## src/rtl/mcast_lock_arbiter.sv

```systemverilog
// All-or-nothing multicast arbiter: an ingress is connected only when it wins every egress
// in its mask, holds them until eop, and a starvation token protects wide requests.
module mcast_lock_arbiter #(
  parameter int NUM_PORTS    = 4,
  parameter int SEL_W        = $clog2(NUM_PORTS),
  parameter int STARVE_LIMIT = 8
) (
  input  logic                         clk,
  input  logic                         rst,
  input  logic [NUM_PORTS-1:0]         req,
  input  logic [NUM_PORTS*NUM_PORTS-1:0] dst,
  input  logic [NUM_PORTS-1:0]         eop,
  output logic [NUM_PORTS-1:0]         grant,
  output logic [NUM_PORTS-1:0]         conn,
  output logic [NUM_PORTS*SEL_W-1:0]   out_sel,
  output logic [NUM_PORTS-1:0]         out_active,
  output logic [NUM_PORTS-1:0]         starved
);
  localparam int N = NUM_PORTS;

  logic [N-1:0]            lock_q, lock_d, conn_q, conn_d, grant_q, grant_d;
  logic [N-1:0][SEL_W-1:0] owner_q, owner_d, ptr_q, ptr_d;
  logic [N-1:0][7:0]       cnt_q, cnt_d;
  logic                    tok_vld_q, tok_vld_d;
  logic [SEL_W-1:0]        tok_idx_q, tok_idx_d;

  logic [N-1:0][N-1:0]     dst_m;   // dst_m[ingress][egress]
  logic [N-1:0][N-1:0]     win;     // win[egress][ingress], one-hot or zero
  logic [N-1:0]            elig, starved_w;

  always_comb begin
    for (int i = 0; i < N; i++)
      for (int o = 0; o < N; o++)
        dst_m[i][o] = dst[i*N + o];
  end

  always_comb begin
    for (int i = 0; i < N; i++) begin
      elig[i]      = req[i] & ~conn_q[i] & (|dst_m[i]);
      starved_w[i] = (cnt_q[i] == 8'(STARVE_LIMIT));
    end
  end

  // Per-egress round-robin; a reserved egress only accepts the token owner.
  always_comb begin
    logic [N-1:0] cand;
    logic         found;
    int           idx;
    win = '0;
    for (int o = 0; o < N; o++) begin
      cand = '0;
      for (int i = 0; i < N; i++)
        cand[i] = elig[i] & dst_m[i][o] & ~lock_q[o];
      if (tok_vld_q && dst_m[tok_idx_q][o])
        cand = cand & (N'(1) << tok_idx_q);
      found = 1'b0;
      for (int k = 0; k < N; k++) begin
        idx = int'(ptr_q[o]) + k;
        if (idx >= N) idx -= N;
        if (!found && cand[idx[SEL_W-1:0]]) begin
          win[o][idx[SEL_W-1:0]] = 1'b1;
          found = 1'b1;
        end
      end
    end
  end

  always_comb begin
    logic won;
    grant_d = '0;
    for (int i = 0; i < N; i++) begin
      won = 1'b1;
      for (int o = 0; o < N; o++)
        if (dst_m[i][o] && !win[o][i]) won = 1'b0;
      grant_d[i] = elig[i] & won;
    end
  end

  // Releases first; a grant can never land on an egress that was locked this cycle.
  always_comb begin
    lock_d  = lock_q;
    owner_d = owner_q;
    ptr_d   = ptr_q;
    conn_d  = conn_q;
    for (int i = 0; i < N; i++) begin
      if (eop[i] && conn_q[i]) begin
        conn_d[i] = 1'b0;
        for (int o = 0; o < N; o++)
          if (lock_q[o] && owner_q[o] == SEL_W'(i)) lock_d[o] = 1'b0;
      end
    end
    for (int i = 0; i < N; i++) begin
      if (grant_d[i]) begin
        conn_d[i] = 1'b1;
        for (int o = 0; o < N; o++) begin
          if (dst_m[i][o]) begin
            lock_d[o]  = 1'b1;
            owner_d[o] = SEL_W'(i);
            ptr_d[o]   = (i == N-1) ? '0 : SEL_W'(i + 1);
          end
        end
      end
    end
  end

  always_comb begin
    for (int i = 0; i < N; i++) begin
      if (!req[i] || grant_d[i])
        cnt_d[i] = '0;
      else if (elig[i] && !starved_w[i])
        cnt_d[i] = cnt_q[i] + 8'd1;
      else
        cnt_d[i] = cnt_q[i];
    end
  end

  always_comb begin
    tok_vld_d = tok_vld_q;
    tok_idx_d = tok_idx_q;
    if (tok_vld_q) begin
      if (grant_d[tok_idx_q] || !req[tok_idx_q]) tok_vld_d = 1'b0;
    end else begin
      for (int i = N-1; i >= 0; i--) begin
        if (starved_w[i]) begin
          tok_vld_d = 1'b1;
          tok_idx_d = SEL_W'(i);
        end
      end
    end
  end

  always_ff @(posedge clk or posedge rst) begin
    if (rst) begin
      lock_q    <= '0;
      owner_q   <= '0;
      ptr_q     <= '0;
      conn_q    <= '0;
      grant_q   <= '0;
      cnt_q     <= '0;
      tok_vld_q <= 1'b0;
      tok_idx_q <= '0;
    end else begin
      lock_q    <= lock_d;
      owner_q   <= owner_d;
      ptr_q     <= ptr_d;
      conn_q    <= conn_d;
      grant_q   <= grant_d;
      cnt_q     <= cnt_d;
      tok_vld_q <= tok_vld_d;
      tok_idx_q <= tok_idx_d;
    end
  end

  always_comb begin
    out_sel = '0;
    for (int o = 0; o < N; o++)
      if (lock_q[o]) out_sel[o*SEL_W +: SEL_W] = owner_q[o];
  end

  assign grant      = grant_q;
  assign conn       = conn_q;
  assign out_active = lock_q;
  assign starved    = starved_w;

endmodule

```

## config.mk

```make
export PLATFORM = sky130hd
export DESIGN_NAME = mcast_lock_arbiter
export DESIGN_NICKNAME = d
export VERILOG_FILES = /design/src/rtl/mcast_lock_arbiter.sv
export SDC_FILE = /design/constraint.sdc
export NUM_CORES = 1
export LEC_CHECK = 0
export CAP_MARGIN = 20
export CORE_AREA = 2 2 112 92
export DETAILED_ROUTE_END_ITERATION = 16
export DIE_AREA = 0 0 114 94
export GPL_TIMING_DRIVEN = 0
export PLACE_DENSITY_LB_ADDON = 0.05
export SLEW_MARGIN = 20
export SYNTH_ARGS = -nofsm -noshare
export SYNTH_HDL_FRONTEND = slang
export SYNTH_SLANG_ARGS = --single-unit
export TNS_END_PERCENT = 50
```

## constraint.sdc

```tcl
create_clock -name clk -period 3.6 [get_ports clk]
set_input_delay 0.36 -clock clk [delete_from_list [all_inputs] [get_ports clk]]
set_output_delay 0.36 -clock clk [all_outputs]
set_load 0.01 [all_outputs]
```

==> impl_metrics.prom <==
# TYPE chip_impl_metric gauge
chip_impl_metric{name="gp_congestion",unit=""} 1.01
chip_impl_metric{name="max_capacitance_violation_count",unit=""} 0
chip_impl_metric{name="cts_hold_repair.buffers",unit=""} 0
chip_impl_metric{name="drt-pass1-iter-count",unit=""} 6
chip_impl_metric{name="routed-via-count",unit=""} 5838
chip_impl_metric{name="synth_edf_count",unit=""} 0
chip_impl_metric{name="postSynthRegisterBits",unit=""} 63
chip_impl_metric{name="finalCritPeriodShare",unit="%"} 98.3
chip_impl_metric{name="grt_pass1_vias",unit=""} 5565
chip_impl_metric{name="yosysWarningCount",unit=""} 0
chip_impl_metric{name="syn_inst",unit=""} 647
chip_impl_info{name="critPathLaunchType",value="register"} 1
chip_impl_metric{name="tritoncts_num_sinks",unit=""} 63
chip_impl_metric{name="routed_wire_length_per_instance",unit="um"} 21.2
chip_impl_metric{name="critical_path_required",unit="ps"} 3790
chip_impl_metric{name="clk_pin_slew_worst_paths",unit="ps"} 60
chip_impl_metric{name="worst_supply_voltage_drop_on_vdd",unit="mV"} 0.431
chip_impl_metric{name="floorplan.die_area",unit="um2"} 10700
chip_impl_metric{name="areaGrowthSynthToFinish",unit="%"} 20.4
chip_impl_metric{name="clk_latency",unit="ps"} 330
chip_impl_metric{name="fin_ws",unit="ps"} 61.2
chip_impl_metric{name="initialDrtViolationCount",unit=""} 805
chip_impl_info{name="ctsRootBufferMaster",value="sky130_fd_sc_hd__clkbuf_16"} 1
chip_impl_metric{name="detailedPlacementHpwl",unit="mm"} 12.8
chip_impl_metric{name="vias_per_cell",unit=""} 7.00
chip_impl_metric{name="global_route.overflow_total",unit=""} 0
chip_impl_metric{name="max_clock_freq",unit="GHz"} 0.283
chip_impl_metric{name="p_leak",unit="nW"} 2.66
chip_impl_info{name="synth_area_leaders",value="sky130_fd_sc_hd__dfrtp_1 29%, sky130_fd_sc_hd__ha_1 5.4%, sky130_fd_sc_hd__nand4_1 5.2%"} 1
chip_impl_info{name="tritoncts",value="built"} 1
chip_impl_metric{name="p_sw_share",unit="%"} 43.0
chip_impl_info{name="hold_class",value="in -> async"} 1
chip_impl_metric{name="buffers_added_on_ports",unit=""} 44
chip_impl_metric{name="clk_network_pwr_share",unit="%"} 20.3
chip_impl_metric{name="final_layout_size_suffix_gt1_share",unit="%"} 12.9
chip_impl_metric{name="power_report.internal_total",unit="mW"} 2.19
chip_impl_metric{name="die_width",unit="um"} 114
chip_impl_metric{name="power_frac_comb",unit="%"} 50.8
chip_impl_metric{name="final-instance-count-excl-fill",unit=""} 834
chip_impl_info{name="critical_path_endpoint_category",value="register"} 1
chip_impl_metric{name="rows",unit=""} 32
chip_impl_metric{name="dp_slack",unit="ps"} -586
chip_impl_metric{name="max_slew.worst_pin.slew",unit="ps"} 883
chip_impl_metric{name="grt.total_usage",unit="%"} 34.1
chip_impl_metric{name="final_hold_fails",unit=""} 0
chip_impl_info{name="path_class",value="reg -> reg"} 1
chip_impl_metric{name="max-slew-margin-rel",unit="%"} 40.3
chip_impl_metric{name="holdWs",unit="ps"} 358
chip_impl_metric{name="crit_path_max_fanout",unit=""} 10
chip_impl_metric{name="average_cell_area_after_synthesis",unit="um2"} 8.54
chip_impl_metric{name="netlist_area_pre_place",unit="um2"} 5530
chip_impl_metric{name="wire_length_of_the_first_global_routing_pass",unit="mm"} 28.7
chip_impl_metric{name="cell_area_reported_after_detailed_placement",unit="um2"} 6150
chip_impl_metric{name="critical-path-max-stage-delay",unit="ps"} 510
chip_impl_metric{name="final-setup-viol-count",unit=""} 0
chip_impl_metric{name="floorplan.initialDensity",unit="%"} 58.0
chip_impl_metric{name="cellPowerDensity",unit="nW/um2"} 576
chip_impl_metric{name="synth_sequential_area_ratio",unit="%"} 28.5
chip_impl_metric{name="power.switching",unit="mW"} 1.65
chip_impl_metric{name="design_area",unit="um2"} 6660
chip_impl_metric{name="detail_route.drc_violations",unit=""} 0
chip_impl_metric{name="cp.arrival",unit="ps"} 3720
chip_impl_info{name="critical_path.slowest_cell",value="sky130_fd_sc_hd__or4_4"} 1
chip_impl_metric{name="cts-buffers-inserted",unit=""} 9
chip_impl_metric{name="p_total",unit="mW"} 3.83
chip_impl_info{name="timing.critical_path.cells",value="buf_4 > clkbuf_4 > nand4b_1 > nand3_2 > or4_4 > and3_1 > or4_1 > nand4_2 > nand3_4 > buf_2 > o311ai_0 > nand4_1"} 1
chip_impl_metric{name="initial_antenna_violation_count",unit=""} 0
chip_impl_metric{name="placed_cells",unit=""} 812
chip_impl_metric{name="synthesis.nets",unit=""} 697
chip_impl_metric{name="pwr-share-seq",unit="%"} 28.9
chip_impl_metric{name="design.final.nets",unit=""} 762
chip_impl_info{name="post-synth-top-count-cell",value="sky130_fd_sc_hd__dfrtp_1"} 1
chip_impl_info{name="outcome",value="completed"} 1
chip_impl_metric{name="number_of_unique_standard_cell_types_used_by_synthesis",unit=""} 85
chip_impl_metric{name="drv_slew",unit=""} 0
chip_impl_info{name="main_synth_ff_type",value="sky130_fd_sc_hd__dfrtp_1"} 1
chip_impl_info{name="synth_top_cell_by_area",value="sky130_fd_sc_hd__dfrtp_1"} 1
chip_impl_metric{name="worst_clock_skew",unit="ps"} 9.10
chip_impl_metric{name="postSynth.asyncResetShare",unit="%"} 100
chip_impl_metric{name="postRouteAntennaNets",unit=""} 0
chip_impl_metric{name="floorplan.core_area",unit="um2"} 9530
chip_impl_metric{name="timing.final.crit_period",unit="ps"} 3540
chip_impl_metric{name="antennaDiodeCount",unit=""} 0
chip_impl_metric{name="fin_tns_setup",unit="ps"} 0
chip_impl_metric{name="top_level_pins",unit=""} 50
chip_impl_metric{name="totalWireLength",unit="mm"} 17.7
chip_impl_metric{name="grt_max_degree",unit=""} 39
chip_impl_metric{name="die_h",unit="um"} 94
chip_impl_metric{name="clockBufferDepth",unit=""} 2
chip_impl_metric{name="htreeDepth",unit=""} 3
chip_impl_metric{name="postLayoutCoreUtil",unit="%"} 69.8
chip_impl_metric{name="synthDominantCellAreaShare",unit="%"} 28.5
chip_impl_info{name="synth_top_cells_by_count",value="63 x sky130_fd_sc_hd__dfrtp_1, 56 x sky130_fd_sc_hd__nor2_1, 46 x sky130_fd_sc_hd__nand4_1"} 1
[layer usage]
metal	part of all wire, %	vias to the layer above	global-route usage, %
li1	-	2618	-
met1	41	2758	46.9
met5	0	-	0
met2	46	396	53.4
met3	11	66	7.68
met4	2.7	0	11.1
[power groups by stage]
stage	sequential, mW	combinational [mW]	clock (mW)
3_5_place_dp	1.08	1.79	0
2_1_floorplan	1.02	1.24	0
5_1_grt	1.13	2.12	0.818
3_3_place_gp	1.07	1.74	0
6_report	1.11	1.95	0.780
4_1_cts	1.07	1.83	0.783
[logic make-up after synthesis]
group	count (synthesis)	share of synthesized area [%]
AO/OA/AOI/OAI	149	20.1
adder cells (fa/ha/maj)	24	5.43
flip-flops	63	28.5
buffers and inverters	62	4.66
multiplexers	25	5.82
AND/OR/NAND/NOR	298	31.3
XOR/XNOR	26	4.12
[path summary, 6_finish.rpt]
path | to | cells past startpoint | slack [ps] | startpoint
worst max-delay path | tok_vld_q | 12 | 60 | tok_idx_q[0]
worst min register to register | cnt_q[31] | 2 | 540 | cnt_q[31]
worst max register to register | tok_vld_q | 12 | 60 | tok_idx_q[0]
max in group asynchronous | ptr_q[5] | 3 | 2720 | rst
min in group clk | cnt_q[3] | 2 | 510 | req[0]
worst min-delay path | cnt_q[28] | 2 | 360 | rst
[critical path: cells and delay by family, from the launching register on]
family                 cells  cell delay [ps]
AOI/OAI and AO/OA          1              400
buffers and inverters      3              660
DFF                        1              420
and+or+nand+nor            8             1900
[cell type report]
class	count	area [um2]
buffer	23	133
clock buffer	11	243
clock inverter	3	21.3
fill	759	2870
inverter	38	151
multi-input combinational	522	3840
sequential	63	1580
tap	119	149
timing repair buffer	55	536
[sequential cells by signal (all words and copies together), names as in the netlist]
| signal | count |
|---|---|
| owner_q | 8 |
| out_active | 4 |
| grant | 4 |
| ptr_q | 8 |
| conn | 4 |
| tok_idx_q | 2 |
| tok_vld_q | 1 |
| cnt_q | 32 |
[repair_timing]
action	in CTS	in global routing
endpoints found under the setup margin	55	55
hold endpoints to repair	0	0
buffers inserted	1	8
resized for setup	17	31
pin swaps	1	6
[cell usage in the layout (no fill, tap or decap), types with 8 or more instances in the layout]
master and count:
sky130_fd_sc_hd__dfrtp_1 59, sky130_fd_sc_hd__nor2_1 55, sky130_fd_sc_hd__nand4_1 46, sky130_fd_sc_hd__clkdlybuf4s50_1 43, sky130_fd_sc_hd__nand2_1 39, sky130_fd_sc_hd__inv_1 35, sky130_fd_sc_hd__nand3_1 30, sky130_fd_sc_hd__o21ai_0 24
sky130_fd_sc_hd__ha_1 24, sky130_fd_sc_hd__xor2_1 20, sky130_fd_sc_hd__and2_1 19, sky130_fd_sc_hd__nand4b_1 15, sky130_fd_sc_hd__a21oi_1 15, sky130_fd_sc_hd__nand3b_1 13, sky130_fd_sc_hd__and3_1 13, sky130_fd_sc_hd__buf_4 12
sky130_fd_sc_hd__mux2i_1 12, sky130_fd_sc_hd__clkbuf_1 9, sky130_fd_sc_hd__clkbuf_16 9, sky130_fd_sc_hd__and4_1 8
No activity file was read; power rests on OpenSTA's default activity.
